## src/rtl/uart_loopback.sv

```systemverilog
// uart_loopback: UART echo block for board bring-up and self-test.
// Every 8N1 byte (LSB first) received on UART_RXD is buffered in a small
// byte FIFO and retransmitted unchanged, in order, on UART_TXD.
//
// Parameters:
//   CLK_FREQ   - sys_clk frequency in Hz
//   UART_BPS   - baud rate; CLK_FREQ/UART_BPS clocks per bit (must be >= 4)
//   FIFO_DEPTH - byte buffer depth, power of two, >= 2
// Ports:
//   sys_clk  - system clock, all logic on its rising edge
//   sys_rst  - asynchronous active-high reset
//   UART_RXD - serial input, idle high, asynchronous to sys_clk
//   UART_TXD - serial output, idle high (registered)
module uart_loopback #(
  parameter int CLK_FREQ   = 50000000,
  parameter int UART_BPS   = 115200,
  parameter int FIFO_DEPTH = 16
) (
  input  logic sys_clk,
  input  logic sys_rst,
  input  logic UART_RXD,
  output logic UART_TXD
);

  localparam int BPS_CNT = CLK_FREQ / UART_BPS;
  localparam int CW      = $clog2(BPS_CNT);
  localparam int AW      = $clog2(FIFO_DEPTH);

  localparam logic [CW-1:0] CNT_ZERO = {CW{1'b0}};
  localparam logic [CW-1:0] CNT_ONE  = {{(CW-1){1'b0}}, 1'b1};
  localparam logic [CW-1:0] CNT_MID  = CW'(BPS_CNT / 2);
  localparam logic [CW-1:0] CNT_LAST = CW'(BPS_CNT - 1);
  // TXD is registered one cycle behind the TX state, so the STOP state ends
  // one clock early; the following IDLE cycle supplies the last stop clock.
  localparam logic [CW-1:0] CNT_TX_STOP_LAST = CW'(BPS_CNT - 2);
  localparam logic [AW:0]   PTR_ONE  = {{AW{1'b0}}, 1'b1};

  typedef enum logic [1:0] {ST_IDLE, ST_START, ST_DATA, ST_STOP} uart_state_t;

  // ---------------- RX input synchronizer and edge detect ----------------
  logic rx_meta_q, rxs_q, rxs_prev_q;
  logic fall_s;

  // Two-flop synchronizer plus one delay register for falling-edge detection.
  always_ff @(posedge sys_clk or posedge sys_rst) begin
    if (sys_rst) begin
      rx_meta_q  <= 1'b1;
      rxs_q      <= 1'b1;
      rxs_prev_q <= 1'b1;
    end else begin
      rx_meta_q  <= UART_RXD;
      rxs_q      <= rx_meta_q;
      rxs_prev_q <= rxs_q;
    end
  end

  assign fall_s = rxs_prev_q & ~rxs_q;

  // ---------------- RX FSM ----------------
  uart_state_t rx_state_q, rx_state_d;
  logic [CW-1:0] rx_cnt_q, rx_cnt_d;
  logic [2:0]    rx_bit_q, rx_bit_d;
  logic [7:0]    rx_shift_q, rx_shift_d;
  logic          push_s;

  // RX state register.
  always_ff @(posedge sys_clk or posedge sys_rst) begin
    if (sys_rst) begin
      rx_state_q <= ST_IDLE;
      rx_cnt_q   <= CNT_ZERO;
      rx_bit_q   <= 3'd0;
      rx_shift_q <= 8'h00;
    end else begin
      rx_state_q <= rx_state_d;
      rx_cnt_q   <= rx_cnt_d;
      rx_bit_q   <= rx_bit_d;
      rx_shift_q <= rx_shift_d;
    end
  end

  // RX next state: mid-bit sampling, byte assembly and push request.
  always_comb begin
    rx_state_d = rx_state_q;
    rx_cnt_d   = rx_cnt_q;
    rx_bit_d   = rx_bit_q;
    rx_shift_d = rx_shift_q;
    push_s     = 1'b0;
    case (rx_state_q)
      ST_IDLE: begin
        rx_cnt_d = CNT_ZERO;
        if (fall_s) begin
          rx_state_d = ST_START;
        end else begin
          rx_state_d = ST_IDLE;
        end
      end
      ST_START: begin
        if ((rx_cnt_q == CNT_MID) && rxs_q) begin
          // Start bit gone by mid-bit: glitch, abandon quietly.
          rx_state_d = ST_IDLE;
          rx_cnt_d   = CNT_ZERO;
        end else if (rx_cnt_q == CNT_LAST) begin
          rx_state_d = ST_DATA;
          rx_cnt_d   = CNT_ZERO;
          rx_bit_d   = 3'd0;
        end else begin
          rx_cnt_d = rx_cnt_q + CNT_ONE;
        end
      end
      ST_DATA: begin
        if (rx_cnt_q == CNT_MID) begin
          rx_shift_d = {rxs_q, rx_shift_q[7:1]};
        end else begin
          rx_shift_d = rx_shift_q;
        end
        if (rx_cnt_q == CNT_LAST) begin
          rx_cnt_d = CNT_ZERO;
          if (rx_bit_q == 3'd7) begin
            rx_state_d = ST_STOP;
          end else begin
            rx_bit_d = rx_bit_q + 3'd1;
          end
        end else begin
          rx_cnt_d = rx_cnt_q + CNT_ONE;
        end
      end
      ST_STOP: begin
        // Leave at stop mid-bit so an immediately following start is caught.
        if (rx_cnt_q == CNT_MID) begin
          rx_state_d = ST_IDLE;
          rx_cnt_d   = CNT_ZERO;
          push_s     = rxs_q;  // low stop bit = framing error, drop byte
        end else begin
          rx_cnt_d = rx_cnt_q + CNT_ONE;
        end
      end
      default: begin
        rx_state_d = ST_IDLE;
        rx_cnt_d   = CNT_ZERO;
      end
    endcase
  end

  // ---------------- Byte FIFO ----------------
  logic [7:0]  mem_q [FIFO_DEPTH];
  logic [AW:0] wr_ptr_q, rd_ptr_q;
  logic        empty_s, full_s, wr_en_s, rd_en_s;

  assign empty_s = (wr_ptr_q == rd_ptr_q);
  assign full_s  = (wr_ptr_q[AW] != rd_ptr_q[AW]) &&
                   (wr_ptr_q[AW-1:0] == rd_ptr_q[AW-1:0]);
  assign wr_en_s = push_s & ~full_s;

  // FIFO storage; contents need no reset since the pointers define validity.
  always_ff @(posedge sys_clk) begin
    if (wr_en_s) begin
      mem_q[wr_ptr_q[AW-1:0]] <= rx_shift_q;
    end
  end

  // FIFO pointers, one extra wrap bit for full/empty distinction.
  always_ff @(posedge sys_clk or posedge sys_rst) begin
    if (sys_rst) begin
      wr_ptr_q <= {(AW+1){1'b0}};
      rd_ptr_q <= {(AW+1){1'b0}};
    end else begin
      if (wr_en_s) wr_ptr_q <= wr_ptr_q + PTR_ONE;
      if (rd_en_s) rd_ptr_q <= rd_ptr_q + PTR_ONE;
    end
  end

  // ---------------- TX FSM ----------------
  uart_state_t tx_state_q, tx_state_d;
  logic [CW-1:0] tx_cnt_q, tx_cnt_d;
  logic [2:0]    tx_bit_q, tx_bit_d;
  logic [7:0]    tx_shift_q, tx_shift_d;
  logic          txd_q, txd_d;

  // TX state register and registered serial output.
  always_ff @(posedge sys_clk or posedge sys_rst) begin
    if (sys_rst) begin
      tx_state_q <= ST_IDLE;
      tx_cnt_q   <= CNT_ZERO;
      tx_bit_q   <= 3'd0;
      tx_shift_q <= 8'h00;
      txd_q      <= 1'b1;
    end else begin
      tx_state_q <= tx_state_d;
      tx_cnt_q   <= tx_cnt_d;
      tx_bit_q   <= tx_bit_d;
      tx_shift_q <= tx_shift_d;
      txd_q      <= txd_d;
    end
  end

  // TX next state: pop, then start/data/stop bits each BPS_CNT clocks on the line.
  always_comb begin
    tx_state_d = tx_state_q;
    tx_cnt_d   = tx_cnt_q;
    tx_bit_d   = tx_bit_q;
    tx_shift_d = tx_shift_q;
    txd_d      = 1'b1;
    rd_en_s    = 1'b0;
    case (tx_state_q)
      ST_IDLE: begin
        txd_d    = 1'b1;
        tx_cnt_d = CNT_ZERO;
        if (!empty_s) begin
          rd_en_s    = 1'b1;
          tx_shift_d = mem_q[rd_ptr_q[AW-1:0]];
          tx_state_d = ST_START;
        end else begin
          tx_state_d = ST_IDLE;
        end
      end
      ST_START: begin
        txd_d = 1'b0;
        if (tx_cnt_q == CNT_LAST) begin
          tx_state_d = ST_DATA;
          tx_cnt_d   = CNT_ZERO;
          tx_bit_d   = 3'd0;
        end else begin
          tx_cnt_d = tx_cnt_q + CNT_ONE;
        end
      end
      ST_DATA: begin
        txd_d = tx_shift_q[0];
        if (tx_cnt_q == CNT_LAST) begin
          tx_cnt_d   = CNT_ZERO;
          tx_shift_d = {1'b0, tx_shift_q[7:1]};
          if (tx_bit_q == 3'd7) begin
            tx_state_d = ST_STOP;
          end else begin
            tx_bit_d = tx_bit_q + 3'd1;
          end
        end else begin
          tx_cnt_d = tx_cnt_q + CNT_ONE;
        end
      end
      ST_STOP: begin
        txd_d = 1'b1;
        if (tx_cnt_q == CNT_TX_STOP_LAST) begin
          tx_state_d = ST_IDLE;
          tx_cnt_d   = CNT_ZERO;
        end else begin
          tx_cnt_d = tx_cnt_q + CNT_ONE;
        end
      end
      default: begin
        txd_d      = 1'b1;
        tx_state_d = ST_IDLE;
        tx_cnt_d   = CNT_ZERO;
      end
    endcase
  end

  assign UART_TXD = txd_q;

endmodule

```

## config.mk

```make
export PLATFORM = sky130hd
export DESIGN_NAME = uart_loopback
export DESIGN_NICKNAME = d
export VERILOG_FILES = /design/src/rtl/uart_loopback.sv
export SDC_FILE = /design/constraint.sdc
export NUM_CORES = 1
export LEC_CHECK = 0
export ABC_CLOCK_PERIOD_IN_PS = 2400
export CAP_MARGIN = 20
export CORE_ASPECT_RATIO = 0.9
export CORE_MARGIN = 2
export CORE_UTILIZATION = 45
export DETAILED_ROUTE_END_ITERATION = 16
export GPL_TIMING_DRIVEN = 0
export HOLD_SLACK_MARGIN = 0.08
export PLACE_DENSITY = 0.71
export SETUP_SLACK_MARGIN = 0.5
export SLEW_MARGIN = 30
export SYNTH_ARGS = -nofsm -noshare
export SYNTH_HDL_FRONTEND = slang
export SYNTH_SLANG_ARGS = --single-unit
```

## constraint.sdc

```tcl
create_clock -name sys_clk -period 2.4 [get_ports sys_clk]
set_clock_uncertainty 0.15 [all_clocks]
set_input_delay 0.48 -clock sys_clk [delete_from_list [all_inputs] [get_ports sys_clk]]
set_output_delay 0.48 -clock sys_clk [all_outputs]
set_load 0.005 [all_outputs]
```

==> summary.txt, run 1 <==
Status
  • Outcome: complete, no violations

Timing
  • Final worst-path cycle share: 98.5%
  • Worst hold slack across all endpoints: 206 ps
  • Hold violation count in the final report: 0
  • Unrepaired setup endpoints after global routing: true
  • Final Max Slew Viols: 0
  • Fmax: 0.423 GHz
  • Clock period minus worst slack: ~2400 ps
  • Setup violations, final: 0
  • Worst Slack Setup Final: ~36 ps
  • Slew of the pin with the lowest slew margin: 827 ps
  • TNS Setup: 0 ps
  • Worst-case headroom to the max-slew limit: ~45%

Synthesis
  • Syn. warnings: 0
  • Synthesized netlist cell count: 506
  • Number of different library cells in the post-synthesis netlist: 52
  • Netlist area before placement: about 0.008 mm2
  • Prevailing post-synth register cell: sky130_fd_sc_hd__edfxtp_1
  • Average footprint of a synthesized cell: 15.8 um2
  • Mapped Nets: 528
  • Count of state elements after synthesis: 186
  • Number of flops mapped to enable cells by yosys: about 130
  • Synth async-reset ratio: 31.2%
  • Sequential fraction of the synthesis area: 66.2%

Detailed routing
  • Wire length per cell: 20.4 um
  • Detailed router's first-iteration violation count: 363
  • Detailed-routing iteration count for the pre-antenna-repair pass: 5
  • Vias post-DR: 4600
  • Detail Route Antenna Nets: 0
  • Post-detailed-route via-to-cell ratio: 5.48
  • DRT Wirelength: 17.1 mm
  • DRC Markers: 0

Placed design
  • Instance area after placement: 0.00854 mm2
  • HPWL Detailed: around 10 mm
  • Count of port buffers added during placement: 3
  • Cell Count Post-Placement: 751
  • Worst-case setup slack after placement: -226 ps
  • Final weighted congestion of routability-driven global placement: 0.832

Power
  • Post-layout power: between 6 and 7 mW
  • Leakage: 3.44 nW
  • Worst-case vdd ir drop: 455 uV
  • Total power density per cell area: between 600 and 700 mW/mm2

Worst setup path
  • Max Fanout on Critical Path: 8
  • Data required time of the worst path: 2390 ps
  • Worst Reg-to-Reg Cells: 10
  • Arrival time reported for the critical path endpoint: 2350 ps
  • Capture instance of the worst register-to-register path: mem_q[0][3]$_DFFE_PP_
  • Worst Setup Path Type: reg2reg
  • Type of origin of the critical path: flip-flop
  • Launching point of the worst reg2reg path: rx_cnt_q[1]$_DFF_PP0_
  • Reg-to-reg slack, setup: 40 ps
  • Kind of end point of the critical path: flip-flop

Floorplan
  • Die Span Y: ~130 um
  • Die width: 145 um
  • I/O pin cnt: 4
  • Starting utilization of the core area: 45.7%
  • Area of the die: about 0.019 mm2
  • Core Box Area: approximately 0.017 mm2
  • FP Rows: 46

Min path
  • Hold crit path type: reg2reg
  • Worst min-delay path endpoint: rxs_q$_DFF_PP1_
  • Hold Path Stages: 0
  • Worst hold path startpoint: rx_meta_q$_DFF_PP1_

Global routing
  • Maximum number of pins on one net before global-route repair: 29
  • Initial antenna violation count: 0
  • Global-route wire length before repair: 26.2 mm
  • Via count of the first global-routing pass: 4609
  • Global-route total usage across every layer: 19.0%
  • Total gr overflow: 0

Layout
  • Final core area utilization: 57.0%
  • Diodes inserted: 0
  • Final Non-Filler Cells: 839
  • Final layout net count: a little over 600
  • Area added between synthesis and finish: 24.7%
  • Share of layout cells above drive strength 1: 33.2%
  • Count of fill cells added during filler insertion: 1319
  • Final instance area: 0.00998 mm2

Clock network
  • Clock-pin slew on the worst setup and hold paths: approximately 60 ps
  • Num Clock Sinks: 186
  • Number of H-tree levels: 4
  • Inserted Clock Buffers: 17
  • Clk buf depth: 2
  • CTS tree: built
  • Clock tree root driver cell: sky130_fd_sc_hd__clkbuf_16
  • Latest clock arrival within the worst-skew pair: 430 ps

Flow run
  • Max Cap Violations: 0
## where the power goes
part	switching [mW]	internal, mW	total, mW	leakage, nW
sequential	0.00416	3.41	3.41	1.67
clock	1.15	1.53	2.68	0.263
combinational	0.0480	0.0385	0.0865	1.51
## state kept, by name, indices dropped and copies added, names as in the netlist, named ones only
register    flops
rxs_q           1
tx_bit_q        3
mem_q         128
tx_cnt_q        9
UART_TXD        1
rd_ptr_q        5
rx_shift_q      8
tx_state_q      2
tx_shift_q      8
rx_state_q      1
rxs_prev_q      1
rx_bit_q        3
wr_ptr_q        5
rx_meta_q       1
rx_cnt_q        9
## repair_timing
item                       CTS  global route
gates resized for setup     52            41
pin swaps                   30            20
setup buffers               38            17
cloned                       1             0
hold buffers                 0             0
setup endpoints to repair  168           178
## layer usage
layer,track usage [%],vias to the layer above,wire length (um)
met5,0,-,0
met4,6.17,0,335
met3,4.63,28,999
met2,30.4,134,8420
met1,26.1,2358,7370
li1,-,2080,-
## synth_stat cells (all sizes together), types with 2 or more instances
cell	number	area, um2
xor2	12	105
dfrtp	54	1350
nand2	24	90.1
a21oi	7	35.0
xnor2	15	131
inv	23	86.3
a211oi	2	20.0
nor3	6	30.0
a22oi	9	67.6
buf	17	128
o221ai	6	52.6
clkbuf	3	11.3
and3b	2	17.5
and2	2	12.5
nor2b	6	37.5
nor2	33	124
a21o	7	52.6
nand3	15	75.1
ha	19	238
nand4	6	37.5
dfstp	4	105
a221oi	6	52.6
mux4	23	578
mux2i	29	290
o211ai	3	41.3
and3	12	75.1
o21ai	6	30.0
mux2	13	146
edfxtp	128	3840
## cells by family after synthesis
group,count (synthesis),synth area share (%)
flops,186,66.2
mux,65,12.7
xor+xnor,27,2.96
simple gates,113,7.15
buf+inv,43,2.81
fa+ha+maj,19,2.97
compound gates,53,5.21
## cells in the final DEF, fill, tap and decap left out, types with 3 or more instances in the layout
cell type	count
sky130_fd_sc_hd__nand2_2	3
sky130_fd_sc_hd__dfrtp_1	52
sky130_fd_sc_hd__nor3_4	4
sky130_fd_sc_hd__nor2_4	5
sky130_fd_sc_hd__a21oi_1	4
sky130_fd_sc_hd__clkinv_1	3
sky130_fd_sc_hd__nand3_1	13
sky130_fd_sc_hd__a21oi_2	3
sky130_fd_sc_hd__clkbuf_1	4
sky130_fd_sc_hd__o21ai_0	5
sky130_fd_sc_hd__nand2_1	17
sky130_fd_sc_hd__buf_6	13
sky130_fd_sc_hd__dfstp_2	4
sky130_fd_sc_hd__a221oi_1	5
sky130_fd_sc_hd__a22oi_2	6
sky130_fd_sc_hd__buf_4	38
sky130_fd_sc_hd__nand2_4	4
sky130_fd_sc_hd__mux2i_1	29
sky130_fd_sc_hd__nand4_1	6
sky130_fd_sc_hd__clkinvlp_4	3
sky130_fd_sc_hd__ha_1	18
sky130_fd_sc_hd__clkbuf_16	17
sky130_fd_sc_hd__edfxtp_1	128
sky130_fd_sc_hd__mux2_4	12
sky130_fd_sc_hd__mux4_1	8
sky130_fd_sc_hd__nor2_1	28
sky130_fd_sc_hd__a21o_1	7
sky130_fd_sc_hd__o221ai_1	3
sky130_fd_sc_hd__nor2b_1	4
sky130_fd_sc_hd__buf_2	5
sky130_fd_sc_hd__xnor2_1	14
sky130_fd_sc_hd__mux4_2	15
sky130_fd_sc_hd__o221ai_2	3
sky130_fd_sc_hd__and3_4	10
sky130_fd_sc_hd__buf_12	16
sky130_fd_sc_hd__xor2_1	10
sky130_fd_sc_hd__a22oi_1	3
sky130_fd_sc_hd__inv_1	20
## worst max-delay path: stages (launching register included)
cell and delay [ps]:
sky130_fd_sc_hd__dfrtp_1 390, sky130_fd_sc_hd__inv_1 60, sky130_fd_sc_hd__ha_1 120, sky130_fd_sc_hd__and3b_1 190
sky130_fd_sc_hd__buf_6 110, sky130_fd_sc_hd__nand3_4 80, sky130_fd_sc_hd__buf_4 160, sky130_fd_sc_hd__a211oi_4 320
sky130_fd_sc_hd__nand2_2 160, sky130_fd_sc_hd__nor3_4 170, sky130_fd_sc_hd__buf_12 160
## how the worst max path moves through the flow
stage,from,endpoint,slack (ps),cells past startpoint
detailed placement,rd_ptr_q[4]$_DFFE_PP0P_,mem_q[3][5]$_DFFE_PP_,-230,5
CTS,rx_cnt_q[1]$_DFF_PP0_,mem_q[1][6]$_DFFE_PP_,80,10
global placement,rd_ptr_q[4]$_DFFE_PP0P_,mem_q[3][5]$_DFFE_PP_,-180,5
finish,rx_cnt_q[1]$_DFF_PP0_,mem_q[0][3]$_DFFE_PP_,40,10
floorplan,rx_cnt_q[1]$_DFF_PP0_,mem_q[3][0]$_DFFE_PP_,210,8
global route,rx_cnt_q[1]$_DFF_PP0_,mem_q[0][7]$_DFFE_PP_,-20,10
## cell type report
class                           instances  area, um2  share of cell area (%)
Multi-Input combinational cell        277       2850                    28.6
Timing Repair Buffer                   61        668                    6.70
Inverter                               23       92.6                   0.928
Tap cell                              240        300                    3.01
Buffer                                 20        201                    2.02
Clock inverter                         12        123                    1.23
Clock buffer                           20        437                    4.38
Sequential cell                       186       5300                    53.2
Note: power is estimated with default switching activity, not from simulation.
==> inputs of run 2 (changes only) <==
--- a/config.mk
+++ b/config.mk
@@ -9,11 +9,11 @@
 export CAP_MARGIN = 20
 export CORE_ASPECT_RATIO = 0.9
 export CORE_MARGIN = 2
-export CORE_UTILIZATION = 45
+export CORE_UTILIZATION = 30
 export DETAILED_ROUTE_END_ITERATION = 16
 export GPL_TIMING_DRIVEN = 0
 export HOLD_SLACK_MARGIN = 0.08
-export PLACE_DENSITY = 0.71
+export PLACE_DENSITY = 0.54
 export SETUP_SLACK_MARGIN = 0.5
 export SLEW_MARGIN = 30
 export SYNTH_ARGS = -nofsm -noshare
==> constraint.sdc (replaced) <==
create_clock -name sys_clk -period 2.4 [get_ports sys_clk]
set_clock_uncertainty 0.15 [all_clocks]
set_input_delay 0.36 -clock sys_clk [delete_from_list [all_inputs] [get_ports sys_clk]]
set_output_delay 0.36 -clock sys_clk [all_outputs]
set_load 0.005 [all_outputs]
==> run 2 against run 1 <==
Register-to-register slack gained 80 ps; via count shrank 2.6%; design area grew 1.3%; setup slack gained 79 ps.
==> summary.txt, run 2 (synthesized netlist as in run 1, its figures left out) <==
Status
  • Outcome: complete, no violations

Timing
  • Clock period minus worst slack: 2290 ps
  • Final worst-path cycle share: 95.2%
  • TNS Setup: 0 ps
  • Unrepaired setup endpoints after global routing: true
  • Fmax: 0.438 GHz
  • Setup violations, final: 0
  • Slew of the pin with the lowest slew margin: roughly 730 ps
  • Final Max Slew Viols: 0
  • Hold violation count in the final report: 0
  • Worst-case headroom to the max-slew limit: 51.1%

Layout
  • Share of layout cells above drive strength 1: a little under two fifths
  • Most frequent standard cell in the layout excluding fill and tap cells: sky130_fd_sc_hd__edfxtp_1
  • Final layout net count: 606
  • Final Non-Filler Cells: roughly 950
  • Diodes inserted: 0
  • Count of fill cells added during filler insertion: between 2000 and 2500
  • Total area of multi-input combinational cells: between 0.002 and 0.003 mm2
  • Most frequent cells in the layout: 128 x sky130_fd_sc_hd__edfxtp_1, 49 x sky130_fd_sc_hd__dfrtp_1, 40 x sky130_fd_sc_hd__buf_4
  • Area taken by flip-flops and latches: 0.00531 mm2
  • Area added between synthesis and finish: 26.3%
  • Flip-flop count of the largest register, all copies and words added: 128

Power
  • Leakage: 3.42 nW
  • Register share of total power: 55.5%
  • Clock network fraction of total power: a little over two fifths
  • Pint: 4.88 mW
  • Total power density per cell area: 608 mW/mm2
  • Worst-case vdd ir drop: between 300 and 400 uV
  • Switching share of power: 20.5%
  • Net switching power of the design: 1.26 mW
  • Combinational cell fraction of total power: 1.3%

Detailed routing
  • Wire length per cell: 18.4 um
  • Detailed-routing iteration count for the pre-antenna-repair pass: 4
  • DRT Wirelength: 17.4 mm
  • Detailed router's first-iteration violation count: 380
  • Detail Route Antenna Nets: 0
  • Vias post-DR: 4480
  • DRC Markers: 0
  • Post-detailed-route via-to-cell ratio: around 4.7

Worst setup path
  • Capture instance of the worst register-to-register path: mem_q[3][7]$_DFFE_PP_
  • Type of origin of the critical path: flip-flop
  • Data required time of the worst path: between 2000 and 2500 ps
  • Critical-path cell with the highest stage delay: sky130_fd_sc_hd__dfrtp_1
  • Launching point of the worst reg2reg path: rd_ptr_q[4]$_DFFE_PP0P_
  • List of cells traversed by the critical path: xnor2_4 > inv_1 > a211oi_4 > buf_4 > nand2_4 > nor3_4 > buf_12
  • Worst Setup Path Type: reg2reg
  • Reg-to-reg slack, setup: 110 ps
  • WP buf/inv: 3
  • Kind of end point of the critical path: flip-flop
  • Worst setup path start: rd_ptr_q[4]$_DFFE_PP0P_
  • Worst Reg-to-Reg Cells: 7
  • Dominant delay contributor by cell family on the critical path: buffers and inverters
  • Peak per-stage delay on the critical path: 450 ps
  • Arrival time reported for the critical path endpoint: 2270 ps
  • Max Fanout on Critical Path: 8

Placed design
  • Final weighted congestion of routability-driven global placement: 0.735
  • Count of port buffers added during placement: 3
  • HPWL Detailed: 10.8 mm
  • Cell Count Post-Placement: 859

Floorplan
  • Core Box Area: 0.0261 mm2
  • Starting utilization of the core area: between 30 and 40%
  • Die width: 176 um
  • Die Span Y: 159 um
  • I/O pin cnt: 4
  • Area of the die: 0.0280 mm2
  • FP Rows: 56

Global routing
  • Global-route wire length before repair: 26.8 mm
  • Initial antenna violation count: 0
  • Global-route total usage across every layer: 12.8%
  • Total gr overflow: 0
  • Maximum number of pins on one net before global-route repair: 31
  • Via count of the first global-routing pass: 4662

Clock network
  • Inserted Clock Buffers: 17
  • Latest clock arrival within the worst-skew pair: ~430 ps
  • CTS tree: built
  • Clock tree root driver cell: sky130_fd_sc_hd__clkbuf_16
  • Number of H-tree levels: 4
  • Clk buf depth: 2
  • Num Clock Sinks: 186
  • Clock-pin slew on the worst setup and hold paths: 70 ps

Flow run
  • Max Cap Violations: 0

Min path
  • Hold crit path type: in2reg
  • Worst hold path startpoint: UART_RXD
  • Hold Path Stages: 1
  • Worst min-delay path endpoint: rx_meta_q$_DFF_PP1_
## run 2: routing by layer
metal  routed length, um  track usage [%]  vias up  share of wire [%]
met3                 678             3.13       12                3.9
met2                8600             20.9       68                 49
met1                7930             16.7     2340                 45
met5                   0                0        -                  0
li1                    -                -     2060                  -
met4                 212             3.94        0                1.2
## run 2: area by class of cell
class                   instances  area share (%)
inverters                      23           0.916
plain buffers                  20            2.01
well taps                     348            4.31
clock buffers                  19            4.28
multi-input cells             277            28.6
clock inverters                13            1.20
flip-flops and latches        186            52.5
repair buffers                 59            6.16
## run 2: repair_timing
item / in CTS / in global routing
cloned: 2 / 0
pin swaps: 24 / 21
endpoints found under the hold margin: 1 / 0
hold buffers: 1 / 0
resized for setup: 68 / 45
buffers inserted: 33 / 18
setup endpoints to repair: 168 / 166
## run 2: how the worst max path moves through the flow
stage	endpoint	cells after the start
final	mem_q[3][7]$_DFFE_PP_	7
after global placement	mem_q[3][5]$_DFFE_PP_	5
after floorplan	mem_q[3][0]$_DFFE_PP_	8
after detailed placement	mem_q[3][4]$_DFFE_PP_	5
after CTS	mem_q[1][7]$_DFFE_PP_	10
after global routing	mem_q[2][7]$_DFFE_PP_	10
## run 2: per-stage QoR
| stage | instance area [um2] | setup WS (ps) | utilization [%] | hold slack [ps] | total power [mW] |
|---|---|---|---|---|---|
| floorplan | 8160 | 213 | - | 195 | 3.52 |
| global placement | 8620 | -211 | 33.0 | 202 | 3.53 |
| detailed placement | 8660 | -231 | 33.2 | 198 | 3.54 |
| CTS | 9780 | 67.6 | 37.4 | 168 | 6.20 |
| global route | 10100 | 38.4 | 38.7 | 187 | 6.34 |
| finish | 10100 | 114 | 38.7 | 189 | 6.14 |
## run 2: power groups by stage
| stage | Clock [mW] | Sequential [mW] | Combinational (mW) |
|---|---|---|---|
| 6_report | 2.65 | 3.41 | 0.0820 |
| 5_1_grt | 2.84 | 3.41 | 0.0908 |
| 4_1_cts | 2.71 | 3.41 | 0.0799 |
| 3_5_place_dp | 0 | 3.48 | 0.0622 |
| 3_3_place_gp | 0 | 3.48 | 0.0507 |
| 2_1_floorplan | 0 | 3.48 | 0.0372 |
